## config.mk

```make
export PLATFORM = sky130hd
export DESIGN_NAME = postfix_sequencer
export DESIGN_NICKNAME = d
export VERILOG_FILES = /design/src/rtl/stack_alu_pkg.sv /design/src/rtl/postfix_sequencer.sv
export SDC_FILE = /design/constraint.sdc
export NUM_CORES = 1
export LEC_CHECK = 0
export ABC_AREA = 1
export BUFFER_PORTS_ARGS = -buffer_cell sky130_fd_sc_hd__clkbuf_2
export CAP_MARGIN = 40
export CELL_PAD_IN_SITES_DETAIL_PLACEMENT = 0
export CELL_PAD_IN_SITES_GLOBAL_PLACEMENT = 1
export CORE_UTILIZATION = 40
export DETAILED_ROUTE_END_ITERATION = 10
export GPL_ROUTABILITY_DRIVEN = 0
export PLACE_DENSITY_LB_ADDON = 0.25
export SYNTH_ARGS = -nofsm -noshare
export SYNTH_HDL_FRONTEND = slang
export SYNTH_SLANG_ARGS = --single-unit
```

## constraint.sdc

```tcl
create_clock -name CLK -period 2.05 [get_ports CLK]
set_input_delay 0.1025 -clock CLK [delete_from_list [all_inputs] [get_ports CLK]]
set_output_delay 0.1025 -clock CLK [all_outputs]
set_load 0.05 [all_outputs]
```

## src/rtl/stack_alu_pkg.sv

```systemverilog
// Shared constants for the postfix sequencer and its STACK_BASED_ALU sibling:
// ALU opcodes, token kinds and the sequencer state encoding.
package stack_alu_pkg;

  localparam logic [2:0] OP_NOP  = 3'b000;
  localparam logic [2:0] OP_ADD  = 3'b100;
  localparam logic [2:0] OP_MUL  = 3'b101;
  localparam logic [2:0] OP_PUSH = 3'b110;
  localparam logic [2:0] OP_POP  = 3'b111;

  localparam logic [1:0] TK_OPND = 2'b00;
  localparam logic [1:0] TK_ADD  = 2'b01;
  localparam logic [1:0] TK_MUL  = 2'b10;
  localparam logic [1:0] TK_END  = 2'b11;

  typedef enum logic [2:0] {
    ST_INIT,
    ST_ACCEPT,
    ST_POP1,
    ST_POP2,
    ST_ERR,
    ST_DONE
  } state_e;

endpackage

```

## src/rtl/postfix_sequencer.sv

```systemverilog
// Converts a postfix token stream into one ALU opcode/data pair per cycle,
// tracks stack depth for malformed expressions and returns the final value.
module postfix_sequencer
  import stack_alu_pkg::*;
#(
  parameter int N     = 4,
  parameter int DEPTH = 8
) (
  input  logic                CLK,
  input  logic                RST,
  input  logic                tok_valid,
  output logic                tok_ready,
  input  logic [1:0]          tok_kind,
  input  logic signed [N-1:0] tok_data,
  output logic [2:0]          alu_opcode,
  output logic signed [N-1:0] alu_data,
  input  logic signed [N-1:0] alu_result,
  input  logic                alu_overflow,
  output logic                res_valid,
  input  logic                res_ready,
  output logic signed [N-1:0] res_data,
  output logic                res_overflow,
  output logic                res_error
);

  localparam int DW = $clog2(DEPTH + 1);
  localparam int CW = (DEPTH > 1) ? $clog2(DEPTH) : 1;
  localparam logic [DW-1:0] DEPTH_MAX = DW'(DEPTH);
  localparam logic [CW-1:0] INIT_LAST = CW'(DEPTH - 1);

  state_e              state_q, state_d;
  logic [DW-1:0]       depth_q, depth_d;
  logic [CW-1:0]       init_cnt_q, init_cnt_d;
  logic                end_seen_q, end_seen_d;
  logic                sticky_q, sticky_d;
  logic [2:0]          op_q, op_d;
  logic signed [N-1:0] data_q, data_d;
  logic signed [N-1:0] res_data_q, res_data_d;
  logic                res_ovf_q, res_ovf_d;
  logic                res_err_q, res_err_d;
  logic                arith_issue;
  logic                arith_vld_p0, arith_vld_p1;
  logic                tok_hs, res_hs, tok_end;

  assign tok_hs  = tok_valid & tok_ready;
  assign res_hs  = res_valid & res_ready;
  assign tok_end = tok_hs && (tok_kind == TK_END);

  always_ff @(posedge CLK or posedge RST) begin
    if (RST) begin
      state_q    <= ST_INIT;
      depth_q    <= '0;
      init_cnt_q <= '0;
      end_seen_q <= 1'b0;
      sticky_q   <= 1'b0;
      op_q       <= OP_NOP;
      data_q     <= '0;
      res_data_q <= '0;
      res_ovf_q  <= 1'b0;
      res_err_q  <= 1'b0;
    end else begin
      state_q    <= state_d;
      depth_q    <= depth_d;
      init_cnt_q <= init_cnt_d;
      end_seen_q <= end_seen_d;
      sticky_q   <= sticky_d;
      op_q       <= op_d;
      data_q     <= data_d;
      res_data_q <= res_data_d;
      res_ovf_q  <= res_ovf_d;
      res_err_q  <= res_err_d;
    end
  end

  // Issue -> ALU execute (p0) -> overflow valid for sampling (p1)
  always_ff @(posedge CLK or posedge RST) begin
    if (RST) begin
      arith_vld_p0 <= 1'b0;
      arith_vld_p1 <= 1'b0;
    end else begin
      arith_vld_p0 <= arith_issue;
      arith_vld_p1 <= arith_vld_p0;
    end
  end

  always_comb begin
    state_d     = state_q;
    depth_d     = depth_q;
    init_cnt_d  = init_cnt_q;
    end_seen_d  = end_seen_q;
    op_d        = OP_NOP;
    data_d      = '0;
    arith_issue = 1'b0;
    res_data_d  = res_data_q;
    res_ovf_d   = res_ovf_q;
    res_err_d   = res_err_q;
    sticky_d    = sticky_q | (arith_vld_p1 & alu_overflow);
    unique case (state_q)
      ST_INIT: begin
        op_d       = OP_POP;
        init_cnt_d = init_cnt_q + 1'b1;
        if (init_cnt_q == INIT_LAST) begin
          init_cnt_d = '0;
          state_d    = ST_ACCEPT;
        end
      end
      ST_ACCEPT: begin
        if (tok_hs) begin
          unique case (tok_kind)
            TK_OPND: begin
              if (depth_q == DEPTH_MAX) begin
                state_d = ST_ERR;
              end else begin
                op_d    = OP_PUSH;
                data_d  = tok_data;
                depth_d = depth_q + 1'b1;
              end
            end
            TK_ADD, TK_MUL: begin
              if (depth_q < DW'(2)) begin
                state_d = ST_ERR;
              end else begin
                op_d        = (tok_kind == TK_ADD) ? OP_ADD : OP_MUL;
                arith_issue = 1'b1;
                depth_d     = depth_q - 1'b1;
              end
            end
            TK_END: begin
              if (depth_q != DW'(1)) begin
                state_d    = ST_ERR;
                end_seen_d = 1'b1;
              end else begin
                op_d    = OP_POP;
                depth_d = '0;
                state_d = ST_POP1;
              end
            end
            default: state_d = ST_ERR;
          endcase
        end
      end
      ST_POP1: state_d = ST_POP2;
      ST_POP2: begin
        res_data_d = alu_result;
        res_ovf_d  = sticky_d;
        res_err_d  = 1'b0;
        state_d    = ST_DONE;
      end
      ST_ERR: begin
        // Tokens are swallowed here; only an end token matters, and it may
        // arrive while the ALU stack is still being drained.
        if (tok_end) end_seen_d = 1'b1;
        if (depth_q != '0) begin
          op_d    = OP_POP;
          depth_d = depth_q - 1'b1;
        end else if (end_seen_q || tok_end) begin
          end_seen_d = 1'b0;
          res_data_d = '0;
          res_ovf_d  = sticky_d;
          res_err_d  = 1'b1;
          state_d    = ST_DONE;
        end
      end
      ST_DONE: begin
        if (res_hs) begin
          res_data_d = '0;
          res_ovf_d  = 1'b0;
          res_err_d  = 1'b0;
          sticky_d   = 1'b0;
          state_d    = ST_ACCEPT;
        end
      end
      default: state_d = ST_INIT;
    endcase
  end

  always_comb begin
    tok_ready = (state_q == ST_ACCEPT) || (state_q == ST_ERR);
    res_valid = (state_q == ST_DONE);
  end

  assign alu_opcode   = op_q;
  assign alu_data     = data_q;
  assign res_data     = res_data_q;
  assign res_overflow = res_ovf_q;
  assign res_error    = res_err_q;

endmodule

```

==> impl_metrics.csv <==
group,metric,value,unit
status,result_of_the_run,"finished clean",
pwr,vdd_ir_drop_max,615.3,uV
clocking,max-clock-path-buffers,2,
global_routing,global_route_wire_length_before_repair,5685,microns
layout,finish.instance_area,0.001882,sq mm
detailed_routing,route.detailed.wl_per_inst,11.73,microns
worst_setup_path,timing.critical_path.to_type,"register",
layout,syn2layout_area_growth,14.46,%
timing,final-hold-violation-count,0,
worst_setup_path,critPathMostFrequentCell,"sky130_fd_sc_hd__nor2_1",
detailed_routing,top_layer_in_use,"met4",
pwr,intPower,1.378,mW
timing,final.setup.tns,0,ns
synth,netlist_area,0.001644,sq mm
timing,layout_min_cycle_time,1.777,ns
pwr,power_switching_share,0.5319,
layout,num_antenna_cells,0,
place,detailedPlacementHpwl,2610,microns
timing,setup_viol,0,
synth,ys_ff_latch,27,
timing,fin_skew,0.009484,ns
worst_setup_path,crit_family,"simple AND/OR/NAND/NOR gates",
pwr,power.density_cell_area,1565,mW/mm^2
detailed_routing,detail_route.vias_per_cell,4.848,
worst_setup_path,critPathRequiredTime,2.22,ns
pwr,p_leak,1.033,nW
clocking,cts_hold_repair.buffers,1,
worst_setup_path,cp_max_fo,12,
place,port_buffer_cells,29,
worst_setup_path,timing.critical_path.buf_inv,1,
detailed_routing,detailroute.wirelength.met2,1565,microns
worst_setup_path,timing.critical_path.slowest_stage_cell,"sky130_fd_sc_hd__dfrtp_1",
global_routing,global_route.overflow_total,0,
timing,timing.slew.headroom,0.7735,
job,max_cap_viol_count,0,
synth,synth.net_count,227,
worst_setup_path,critPathArrivalTime,1.95,ns
detailed_routing,wl_met1,1605,microns
floorplan,initial_utilization,0.4328,
detailed_routing,drt_drc_violations_left,0,
floorplan,die_w,66.11,microns
timing,fmax,562.8,MHz
floorplan,dieHeight,66.11,microns
layout,final_layout_size_suffix_gt1_frac,0.2778,
floorplan,ioPinCount,30,
floorplan,placementRows,22,
layout,total_number_of_nets_in_the_final_design,259,
clocking,cts-htree-levels,1,
timing,final_period_util,0.8667,
worst_setup_path,series_of_cell_instances_along_the_critical_path,"inv_1, ha_1, nand2_1, nor2_1, nor2_1, nor2_1, nand3_2, nand2_1, o21ai_2",
clocking,clock_sinks,27,
pwr,p_switching,1.566,mW
synth,netlist-cell-type-count,28,
detailed_routing,total_vias_in_the_final_route,1367,
global_routing,grt_use_total,0.1712,
layout,finalCoreUtilization,0.4954,
layout,final_cell_mix,"sky130_fd_sc_hd__nand2_1 (62), sky130_fd_sc_hd__clkbuf_2 (29), sky130_fd_sc_hd__dfrtp_1 (27), sky130_fd_sc_hd__nand3_1 (19), sky130_fd_sc_hd__nor2_1 (17)",
floorplan,core,0.003799,sq mm
detailed_routing,drtPass1Iterations,4,
pwr,finalPower,2.944,mW
pwr,pwr-share-comb,0.596,
detailed_routing,wl,3307,microns
timing,slew_violations,0,
timing,setup_repair_after_global_routing_missed_its_margin,"no",
clocking,root_buffer,"sky130_fd_sc_hd__clkbuf_8",
clocking,clk_pin_slew,0.09,ns
hold_path,hold_path.class,"primary input to register",
clocking,postCtsSetupRepairBufs,0,
timing,worst-slew-pin-transition,0.3398,ns
layout,layout.cells.most_common,"sky130_fd_sc_hd__nand2_1",
worst_setup_path,max_stage_delay,0.45,ns
detailed_routing,routed_wire_length_on_met3,85,microns
detailed_routing,drt-initial-drc-count,80,
detailed_routing,drtAntennaViolNets,0,
global_routing,antenna_found_initial,0,
pwr,seqPwrFrac,0.304,
pwr,pwr-share-clk,0.100,
floorplan,die_area,0.004371,sq mm
clocking,post_cts_resize_count,0,
synth,synth-warning-count,0,
worst_setup_path,crit_type,"register to register",
place,instance_area_after_placement,0.001826,sq mm
synth,postSynthAreaPerCell,8.099,sq um
global_routing,grt_max_degree,28,
global_routing,first_global_vias,1318,
synth,sequential_share_of_the_synthesized_area,0.4110,
clocking,tritoncts.num_buffers,3,
worst_setup_path,worstSetupStartpointType,"register",
clocking,tritoncts_clock_tree,"done",
clocking,clkLatencyLatePin,0.27,ns
synth,postSynthCellCount,203,
power by group through the flow:
stage	clock network [mW]	logic [mW]	registers, mW
6_report	0.295	1.75	0.896
5_1_grt	0.319	1.97	0.924
2_1_floorplan	0	1.24	1.11
3_3_place_gp	0	1.76	0.900
4_1_cts	0.301	1.78	0.896
3_5_place_dp	0	1.76	0.906
synth_stat cells:
library cell | instances | area (sq um)
sky130_fd_sc_hd__inv_2 | 9 | 33.78
sky130_fd_sc_hd__dfrtp_1 | 27 | 675.7
sky130_fd_sc_hd__o21ai_2 | 6 | 52.55
sky130_fd_sc_hd__nand3_4 | 3 | 52.55
sky130_fd_sc_hd__nand3b_1 | 2 | 15.01
sky130_fd_sc_hd__inv_1 | 15 | 56.30
sky130_fd_sc_hd__ha_1 | 9 | 112.6
sky130_fd_sc_hd__nor2_2 | 2 | 12.51
sky130_fd_sc_hd__nand3_2 | 1 | 10.01
sky130_fd_sc_hd__nand2_1 | 62 | 232.7
sky130_fd_sc_hd__nor2_4 | 1 | 11.26
sky130_fd_sc_hd__o21ai_0 | 3 | 15.01
sky130_fd_sc_hd__buf_6 | 2 | 22.52
sky130_fd_sc_hd__nand2_2 | 4 | 25.02
sky130_fd_sc_hd__nor3b_2 | 4 | 50.05
sky130_fd_sc_hd__nor2_1 | 17 | 63.81
sky130_fd_sc_hd__o21ai_1 | 6 | 30.03
sky130_fd_sc_hd__nand3_1 | 19 | 95.09
sky130_fd_sc_hd__a22oi_1 | 1 | 7.510
sky130_fd_sc_hd__o211ai_2 | 1 | 12.51
sky130_fd_sc_hd__a21oi_1 | 2 | 10.01
sky130_fd_sc_hd__a21o_1 | 1 | 7.510
sky130_fd_sc_hd__nand4_1 | 1 | 6.260
sky130_fd_sc_hd__xor2_1 | 1 | 8.760
sky130_fd_sc_hd__o31ai_1 | 1 | 7.510
sky130_fd_sc_hd__xnor2_1 | 1 | 8.760
sky130_fd_sc_hd__clkbuf_1 | 1 | 3.750
sky130_fd_sc_hd__buf_2 | 1 | 5.000
worst paths after layout:
check	startpoint	to	slack, ns	cells past startpoint
setup / recovery	depth_q[1]	res_data[0]	0.27	9
hold / removal	alu_result[1]	res_data[1]	0.06	3
setup reg to reg	depth_q[1]	res_data[0]	0.27	9
hold reg to reg	arith_vld_p0	arith_vld_p1	0.38	0
max in group asynchronous	RST	arith_vld_p1	1.38	4
min in group asynchronous	RST	res_data[1]	0.41	4
through the flow:
stage | instances | setup slack [ns] | hold WS, ns
2_1_floorplan | 203 | 0.1542 | 0.1552
3_3_place_gp | 277 | 0.3027 | 0.1572
3_5_place_dp | 277 | 0.2825 | 0.1626
4_1_cts | 282 | 0.2636 | 0.06055
5_1_grt | 282 | 0.07873 | 0.06504
6_report | 282 | 0.2732 | 0.05780
flip-flops by register name, summed over array words and instances, names as in the netlist:
name and flops:
alu_opcode 3, res_overflow 1, end_seen_q 1, res_data 4, res_error 1, alu_data 4, sticky_q 1, depth_q 4
init_cnt_q 3, arith_vld_p0 1, state_q 3, arith_vld_p1 1
worst reg2reg max path, stage by stage, from the launching register on:
cell                      delay, ns
sky130_fd_sc_hd__dfrtp_1       0.45
sky130_fd_sc_hd__inv_1         0.15
sky130_fd_sc_hd__ha_1          0.23
sky130_fd_sc_hd__nand2_1       0.07
sky130_fd_sc_hd__nor2_1        0.08
sky130_fd_sc_hd__nor2_1        0.08
sky130_fd_sc_hd__nor2_1        0.12
sky130_fd_sc_hd__nand3_2       0.27
sky130_fd_sc_hd__nand2_1       0.17
sky130_fd_sc_hd__o21ai_2       0.06
final cells by class:
class | instances | area [sq um]
fillers | 398 | 1917
multi-input cells | 148 | 847.1
flip-flops and latches | 27 | 675.6
repair buffers | 31 | 162.7
inverters | 24 | 90.09
well taps | 48 | 60.06
clock buffers | 3 | 41.29
clock inverters | 1 | 5.005
cell families after synthesis:
group	count (synthesis)	share of synthesized area
buffers and inverters	28	0.07381
adders and majority gates	9	0.06849
AOI/OAI and AO/OA	21	0.08676
xor gates and xnor gates	2	0.01066
and+or+nand+nor	116	0.3493
DFF	27	0.4110
routing by layer:
| metal | vias up | track usage |
|---|---|---|
| met5 | - | 0 |
| met4 | 0 | 0.06649 |
| met3 | 5 | 0.02069 |
| met2 | 19 | 0.2921 |
| met1 | 625 | 0.2190 |
| li1 | 718 | - |
No activity file was read; power rests on OpenSTA's default activity.
